### src/rtl/iso14443a_tag_tx.sv
// ISO14443-A tag response transmitter.
// Takes bytes from the ARM-side byte interface and sends them as one frame:
// an SOF bit, then for each byte 8 data bits (LSB first) and an odd parity
// bit, then an unmodulated EOF bit period. Each bit is Manchester coded over
// BIT_CYCLES carrier cycles, and the active half is filled with the fc/16
// subcarrier to drive the antenna load switch.
//
// Ports
//   ck_1356meg  13.56 MHz carrier clock, rising edge
//   rst         asynchronous reset, active high
//   tx_data     byte to send, LSB first
//   tx_last     this byte ends the frame
//   tx_valid    tx_data/tx_last valid
//   tx_ready    holding buffer empty; byte taken when tx_valid & tx_ready
//   mod_out     load-modulation drive, 1 = load on
//   busy        frame in progress, SOF through EOF
//   done        one-cycle pulse after the last EOF cycle
//   underrun    one-cycle pulse when the frame ends for lack of a next byte
//
// state  | meaning
// IDLE   | no frame; waits for a buffered byte
// SOF    | start-of-frame bit, logic 1
// DATA   | 8 data bits of the current byte, LSB first
// PARITY | odd parity bit of the current byte
// EOF    | one bit period without modulation

module iso14443a_tag_tx #(
  parameter int BIT_CYCLES = 128,
  parameter int SUB_HALF   = 8
) (
  input  logic       ck_1356meg,
  input  logic       rst,
  input  logic [7:0] tx_data,
  input  logic       tx_last,
  input  logic       tx_valid,
  output logic       tx_ready,
  output logic       mod_out,
  output logic       busy,
  output logic       done,
  output logic       underrun
);

  localparam int            CW       = $clog2(BIT_CYCLES);
  localparam int            SB       = $clog2(SUB_HALF);
  localparam logic [CW-1:0] CYC_LAST = CW'(BIT_CYCLES - 1);

  localparam logic [2:0] ST_IDLE   = 3'd0;
  localparam logic [2:0] ST_SOF    = 3'd1;
  localparam logic [2:0] ST_DATA   = 3'd2;
  localparam logic [2:0] ST_PARITY = 3'd3;
  localparam logic [2:0] ST_EOF    = 3'd4;

  logic [2:0]    state;
  logic [CW-1:0] cyc;
  logic [2:0]    bit_idx;
  logic [7:0]    buf_data;
  logic          buf_last;
  logic          buf_valid;
  logic [7:0]    cur_byte;
  logic          cur_last;

  logic          accept;
  logic          bit_end;
  logic          load;
  logic          cur_bit;
  logic          coded;
  logic          mod_next;

  assign tx_ready = ~buf_valid;
  assign accept   = tx_valid & ~buf_valid;
  assign bit_end  = (cyc == CYC_LAST);
  assign busy     = (state != ST_IDLE);

  // The shifter takes the buffered byte either to open a frame or to chain
  // straight on after a parity bit; in both cases the buffer empties.
  assign load = ((state == ST_IDLE) & buf_valid) |
                ((state == ST_PARITY) & bit_end & ~cur_last & buf_valid);

  always_comb begin
    cur_bit = 1'b0;
    case (state)
      ST_SOF:    cur_bit = 1'b1;
      ST_DATA:   cur_bit = cur_byte[bit_idx];
      ST_PARITY: cur_bit = ~^cur_byte;
      default:   cur_bit = 1'b0;
    endcase
  end

  // Logic 1 modulates the first half of the bit, logic 0 the second half.
  // cyc[SB] low marks the high phase of the subcarrier.
  assign coded    = cur_bit ? ~cyc[CW-1] : cyc[CW-1];
  assign mod_next = coded & ~cyc[SB] &
                    ((state == ST_SOF) | (state == ST_DATA) | (state == ST_PARITY));

  always_ff @(posedge ck_1356meg or posedge rst) begin
    if (rst) begin
      buf_data  <= '0;
      buf_last  <= 1'b0;
      buf_valid <= 1'b0;
    end else if (accept) begin
      buf_data  <= tx_data;
      buf_last  <= tx_last;
      buf_valid <= 1'b1;
    end else if (load) begin
      buf_valid <= 1'b0;
    end
  end

  always_ff @(posedge ck_1356meg or posedge rst) begin
    if (rst) begin
      state    <= ST_IDLE;
      cyc      <= '0;
      bit_idx  <= '0;
      cur_byte <= '0;
      cur_last <= 1'b0;
      mod_out  <= 1'b0;
      done     <= 1'b0;
      underrun <= 1'b0;
    end else begin
      done     <= 1'b0;
      underrun <= 1'b0;
      mod_out  <= mod_next;

      if (load) begin
        cur_byte <= buf_data;
        cur_last <= buf_last;
      end

      if (state == ST_IDLE) cyc <= '0;
      else                  cyc <= cyc + 1'b1;

      case (state)
        ST_IDLE: begin
          if (buf_valid) state <= ST_SOF;
        end
        ST_SOF: begin
          if (bit_end) begin
            state   <= ST_DATA;
            bit_idx <= '0;
          end
        end
        ST_DATA: begin
          if (bit_end) begin
            bit_idx <= bit_idx + 3'd1;
            if (bit_idx == 3'd7) state <= ST_PARITY;
          end
        end
        ST_PARITY: begin
          if (bit_end) begin
            if (cur_last) begin
              state <= ST_EOF;
            end else if (buf_valid) begin
              state   <= ST_DATA;
              bit_idx <= '0;
            end else begin
              // Next byte missed its slot; a write landing on this same edge
              // stays buffered and opens the following frame.
              state    <= ST_EOF;
              underrun <= 1'b1;
            end
          end
        end
        ST_EOF: begin
          if (bit_end) begin
            state <= ST_IDLE;
            done  <= 1'b1;
          end
        end
        default: state <= ST_IDLE;
      endcase
    end
  end

endmodule

### config.mk
export PLATFORM = sky130hd
export DESIGN_NAME = iso14443a_tag_tx
export DESIGN_NICKNAME = d
export VERILOG_FILES = /design/src/rtl/iso14443a_tag_tx.sv
export SDC_FILE = /design/constraint.sdc
export NUM_CORES = 1
export LEC_CHECK = 0
export ABC_AREA = 1
export BUFFER_PORTS_ARGS = -buffer_cell sky130_fd_sc_hd__buf_4
export CELL_PAD_IN_SITES_DETAIL_PLACEMENT = 2
export CELL_PAD_IN_SITES_GLOBAL_PLACEMENT = 2
export CORE_AREA = 10 10 85 87
export CTS_CLUSTER_SIZE = 20
export DETAILED_ROUTE_END_ITERATION = 6
export DIE_AREA = 0 0 95 97
export PLACE_DENSITY_LB_ADDON = 0.15
export SKIP_CTS_REPAIR_TIMING = 1
export SLEW_MARGIN = 20
export SYNTH_ARGS = -nofsm -noshare
export SYNTH_HDL_FRONTEND = slang
export SYNTH_SLANG_ARGS = --single-unit
### constraint.sdc
create_clock -name ck_1356meg -period 1.5 [get_ports ck_1356meg]
set_input_delay 0.45 -clock ck_1356meg [delete_from_list [all_inputs] [get_ports ck_1356meg]]
set_output_delay 0.45 -clock ck_1356meg [all_outputs]
set_load 0.03 [all_outputs]
# Word level (Yosys, flattened, before mapping)
# Index checks and enable logic that the tools add are counted.
[op_classes] addsub=2 order_cmp=1 n_eq_ne=14 muxes=27 n_bitwise=14 reduce_logical=7
[op_table] cell="two-way mux 3 bit" count=12
[op_table] cell="one-hot mux 3 bit (5 select lines)" count=1
[op_table] cell="!= test 2 bit, second input constant" count=7
[op_table] cell="AND reduction 6 bit" count=2
[op_table] cell="two-way mux 1 bit" count=10
[op_table] cell="one-hot mux 3 bit (3 select lines)" count=1
[op_table] cell="XNOR reduction 8 bit" count=1
[op_table] cell="adder 7 x 1 -> 7 bit, second input constant" count=1
[op_table] cell="AND 1 bit" count=7
[op_table] cell="== test 7 bit, second input constant" count=1
[op_table] cell="two-way mux 7 bit" count=1
[op_table] cell="== test 3 x 2 -> 1 bit, second input constant" count=2
[op_table] cell="== test 3 bit, second input constant" count=2
[op_table] cell="nonzero test 3 bit" count=2
[op_table] cell="less-than comparator 3 x 4 -> 1 bit, second input constant" count=1
[op_table] cell="NOT 1 bit" count=4
[op_table] cell="adder 3 x 1 -> 3 bit, second input constant" count=1
[op_table] cell="binary-select mux 1 bit (select 3 bit)" count=1
[op_table] cell="== test 3 x 1 -> 1 bit, second input constant" count=1
[op_table] cell="logical NOT 3 bit" count=1
[op_table] cell="OR 1 bit" count=3
[op_table] cell="one-hot mux 1 bit (3 select lines)" count=1
[op_table] cell="!= test 2 x 1 -> 1 bit, second input constant" count=1
[op_table] cell="nonzero test 2 bit" count=1
[totals] regBits=35 in_bits=12 output_inout_bits=5 word_cells=76

# Depth between registers and ports, before layout
[logic_depth] word_depth=7 mapped_depth=11 ltp_nobuf=11

# Worst setup path after synthesis
# OpenSTA, ideal clock, no wires.
[synth_timing] path_type="reg-to-reg" from="register cyc[0]" to="register buf_valid" setup_time_ps=138 arrival_time_ps=1437 required_time_ps=1362 slack_ps=-75 path_stages_with_launch=10 n_path_buf=1 period_less_slack_ps=1575 path_cell_list="dfrtp_1 ha_1 nand3_2 nor2_4 nand3_4 inv_2 nand3_2 a21oi_4 buf_6 o21ai_1"
[synth_via] elab_chain_cells=6
[synth_rtl] element="start, declared" line="54" source="logic [CW-1:0] cyc;"
[synth_rtl] element="start signal, assigned" line="130" source="else cyc <= cyc + 1'b1;"
[synth_rtl] element="== test 7 bit" line="71" source="assign bit_end = (cyc == CYC_LAST);"
[synth_rtl] element="AND 1 bit (3 in series)" line="77" source="((state == ST_PARITY) & bit_end & ~cur_last & buf_valid);"
[synth_rtl] element="OR 1 bit" line="76" source="assign load = ((state == ST_IDLE) & buf_valid) |"
[synth_rtl] element="nonzero test 2 bit (no source line)"
[synth_rtl] element="end signal, assigned" line="99" source="buf_valid <= 1'b0;"
[synth_rtl] element="end signal, assigned" line="103" source="buf_valid <= 1'b1;"
[synth_rtl] element="end signal, assigned" line="105" source="buf_valid <= 1'b0;"
[synth_rtl] element="end, declared" line="58" source="logic buf_valid;"
# Every way passes these cells.
# A chain may end at the register's enable or synchronous reset.

# Worst setup path in the final report
[layout_timing] from="register state[2]" to="output busy"
[layout_via] elab_chain_cells=1
[layout_rtl] element="start, declared" line="53" source="logic [2:0] state;"
[layout_rtl] element="start signal, assigned" line="111" source="state <= ST_IDLE;"
[layout_rtl] element="start signal, assigned" line="134" source="if (buf_valid) state <= ST_SOF;"
[layout_rtl] element="start signal, assigned" line="138" source="state <= ST_DATA;"
[layout_rtl] element="nonzero test 3 bit" line="72" source="assign busy = (state != ST_IDLE);"
[layout_rtl] element="end, declared" line="38" source="output logic busy,"
# Every way passes these cells.

==> results.md <==
* Total Nets Final at 260
* VDD IR max at 0.515 mV
* Total Wirelength at 5060 microns
* Total Negative Setup Slacks at -581 ps
* TritonRoute pass-1 iters at 4
* List of cells traversed by the critical path: nor2_2 > inv_2 > nor2_4 > inv_4 > buf_6
* Reg2reg setup slack at -50 ps
* Top post-synthesis cells by count: nand2_1 (64), dfrtp_1 (35), inv_1 (22)
* Number of different library cells in the post-synthesis netlist at 24
* Logic gate share of total power at 8.1%
* Tightest Hold Check Type: primary input to async pin
* Data required time of the critical path at 1050 ps
* Lkg Pwr at 1.09 nW
* Class of the most critical setup path: register to output pin
* Overall Power at 1.93 mW
* FILL cells at 642
* EDFF count, synth at 0
* Synthesized cell area at 0.00175 sq mm
* YS warnings at 0
* Share of flip-flops with an asynchronous set or reset at 100%
* Clock latency on the worst-skew pair at 290 ps
* Number of port buffers at 16
* Top cell type's share of synthesized area at 50.1%
* Placeable core area at 0.00547 sq mm
* Remaining antenna violation count after routing at 0
* Violations in the final reports: negative setup slack
* Post-CTS clock slew at the launch and capture registers of the worst setup and hold paths at 80 ps
* Via count of the first global-routing pass at 1,735
* Number of buffers added by the clock tree synthesis step at 5
* Critical Path Max Stage Delay at 420 ps
* Setup-violating endpoint count in the final report at 14
* Post-placement cell count at 301
* Clock tree from TritonCTS: done
* Synth Area per Inst at 8.57 sq um
* Number of synthesized register bits at 35
* WP data arrival at 1240 ps
* CTS Root Buffer Type: clkbuf_8
* Layout area overhead at 31.7%
* Post-synthesis cell count at 204
* Number of buffer and inverter stages on the critical path at 3
* Synthesized net count at 219
* Final cell count without fillers at 318
* Register area share after synthesis at 50.1%
* Most common cell in the synthesized netlist: nand2_1
* Peak Freq at 592 MHz
* Cell types occupying the most area after synthesis: dfrtp_1 (50%), nand2_1 (14%), mux2_2 (5.8%)
* Die Span X at 95 microns
* Top-level I/O count at 17
* Critical-path top delay cell: dfrtp_2
* Overall routing resource usage at 11.1%
* Category of cells accounting for the largest share of critical-path delay: flip-flops
* Final worst clock skew at 10.4 ps
* H-tree lvl count at 2
* Overall die area at 0.00922 sq mm
* Power density over the cells at 839 mW/mm^2
* Flop pwr share at 56.1%
* Nature of the critical path endpoint: output pin
* Maximum number of pins on one net before global-route repair at 36
* Ratio of cells with drive above 1 in the final layout at 33.7%
* Die H at 97 microns
* Routability-driven placement congestion ratio at 0.799
* Row count at 27
* Sinks on Clock Net at 35
* Half-perimeter wire length after placement at 3730 microns
* Final Hold Violating Endpoints at 0
* Portion of total power attributed to the clock network at 35.8%
* Number of DRC markers after the initial detailed-route iteration at 29
* Initial core utilization at 31.9%
* DR vias at 1,502
* Initial antenna violation count at 0
* Most frequently used flop master after synthesis: dfrtp_1
* Run status: complete, but fails checks
* Antenna diode count at 0
* Overall overflow remaining after global route at 0
* Worst path setup slack after routing at -189 ps
* First-pass GRT wire length at 8340 microns
* Final clock period utilization by the worst path at 113%
* Maximum fanout encountered on the critical timing path at 3
* Ratio of routed vias to standard cells at 4.72
* Switching share of power at 24.7%
* Critical Path Source Type: register
* Max-slew violation count at 0
* Internal Power at 1.45 mW
* Transition time at the pin with the least slew margin at 441 ps
* RSZ-0062 raised after global routing: yes
* Slew HR at 70.6%
* Library cell with the largest summed area after synthesis: dfrtp_1
* Average wire length per cell after detail routing at 15.9 microns
* Number of max-cap violations at 0
* Post-route DRC at 0
* Switch Pwr at 477 uW
* Maximum buffer depth of the clock tree at 2
* Minimum clock period after layout at 1690 ps
## registers in the layout, summed over array words and instances, names as in the netlist
name	count
mod_out	1
cur_last	1
bit_idx	3
state	3
underrun	1
buf_last	1
cyc	7
done	1
buf_valid	1
buf_data	8
cur_byte	8
## stage by stage
step / util, % / cell area [sq um] / setup WS, ps / hold slack, ps
2_1_floorplan: - / 1750 / -66.8 / 424
5_1_grt: 42.1 / 2300 / -246 / 290
3_5_place_dp: 37.2 / 2040 / -83.3 / 486
3_3_place_gp: 37.2 / 2040 / 29.2 / 472
4_1_cts: 38.8 / 2120 / -282 / 276
6_report: 42.1 / 2300 / -189 / 260
## power by group through the flow
stage,logic (mW),registers [mW],clock network (mW)
floorplan,0.107,1.08,0
global placement,0.147,1.10,0
detailed placement,0.157,1.10,0
CTS,0.157,1.08,0.708
global route,0.177,1.10,0.770
finish,0.156,1.08,0.692
## routing by layer
metal | global-route usage, % | vias up | share of wire, % | wire length, microns
li1 | - | 735 | - | -
met1 | 13.4 | 741 | 43 | 2170
met2 | 18.2 | 19 | 52 | 2650
met3 | 3.70 | 7 | 3.2 | 164
met4 | 3.09 | 0 | 1.4 | 71
met5 | 0 | - | 0 | 0
## worst min-delay path: cells and delay by family
family | cells | cell delay (ps)
buffers and inverters | 3 | 540
## path summary, 6_finish.rpt
kind,start,to,cells after the start
setup / recovery,state[2]$_DFFE_PP0P_,busy,5
hold / removal,rst,underrun$_DFF_PP0_,3
setup reg to reg,cyc[0]$_DFF_PP0_,cur_byte[4]$_DFFE_PP0P_,10
hold reg to reg,buf_data[7]$_DFFE_PP0P_,cur_byte[7]$_DFFE_PP0P_,2
max in group asynchronous,rst,state[2]$_DFFE_PP0P_,3
min in group ck_1356meg,tx_last,buf_last$_DFFE_PP0P_,2
## placed cells by master, fill, tap and decap left out, types with 3 or more instances in the layout
cell,Yosys,final
nand2_1,64,61
dfrtp_1,35,34
buf_4,0,32
inv_1,22,19
o21ai_1,15,12
nor2_1,11,10
mux2_2,9,9
nand3_1,13,9
inv_2,5,6
clkbuf_8,0,5
a21oi_1,5,4
o21ai_0,5,4
nand3_2,2,4
nand3_4,1,3
nor2_4,2,3
o21ai_2,0,3
nand2_2,0,3
## area by class of cell
| class | instances | area, sq um | area share [%] |
|---|---|---|---|
| sequential | 35 | 877 | 38.1 |
| multi-input combinational | 141 | 861 | 37.4 |
| timing repair buffer | 35 | 283 | 12.3 |
| inverter | 27 | 106 | 4.62 |
| tap | 72 | 90.1 | 3.91 |
| clock buffer | 6 | 72.6 | 3.15 |
| clock inverter | 2 | 12.5 | 0.543 |
## cells by family after synthesis
logic type      share of synthesized area, %
simple gates                            26.5
flops                                   50.1
buf+inv                                 6.44
compound gates                          8.52
mux                                     5.80
fa+ha+maj                               2.15
xor+xnor                               0.501
Power figures use the tool's default switching activity.
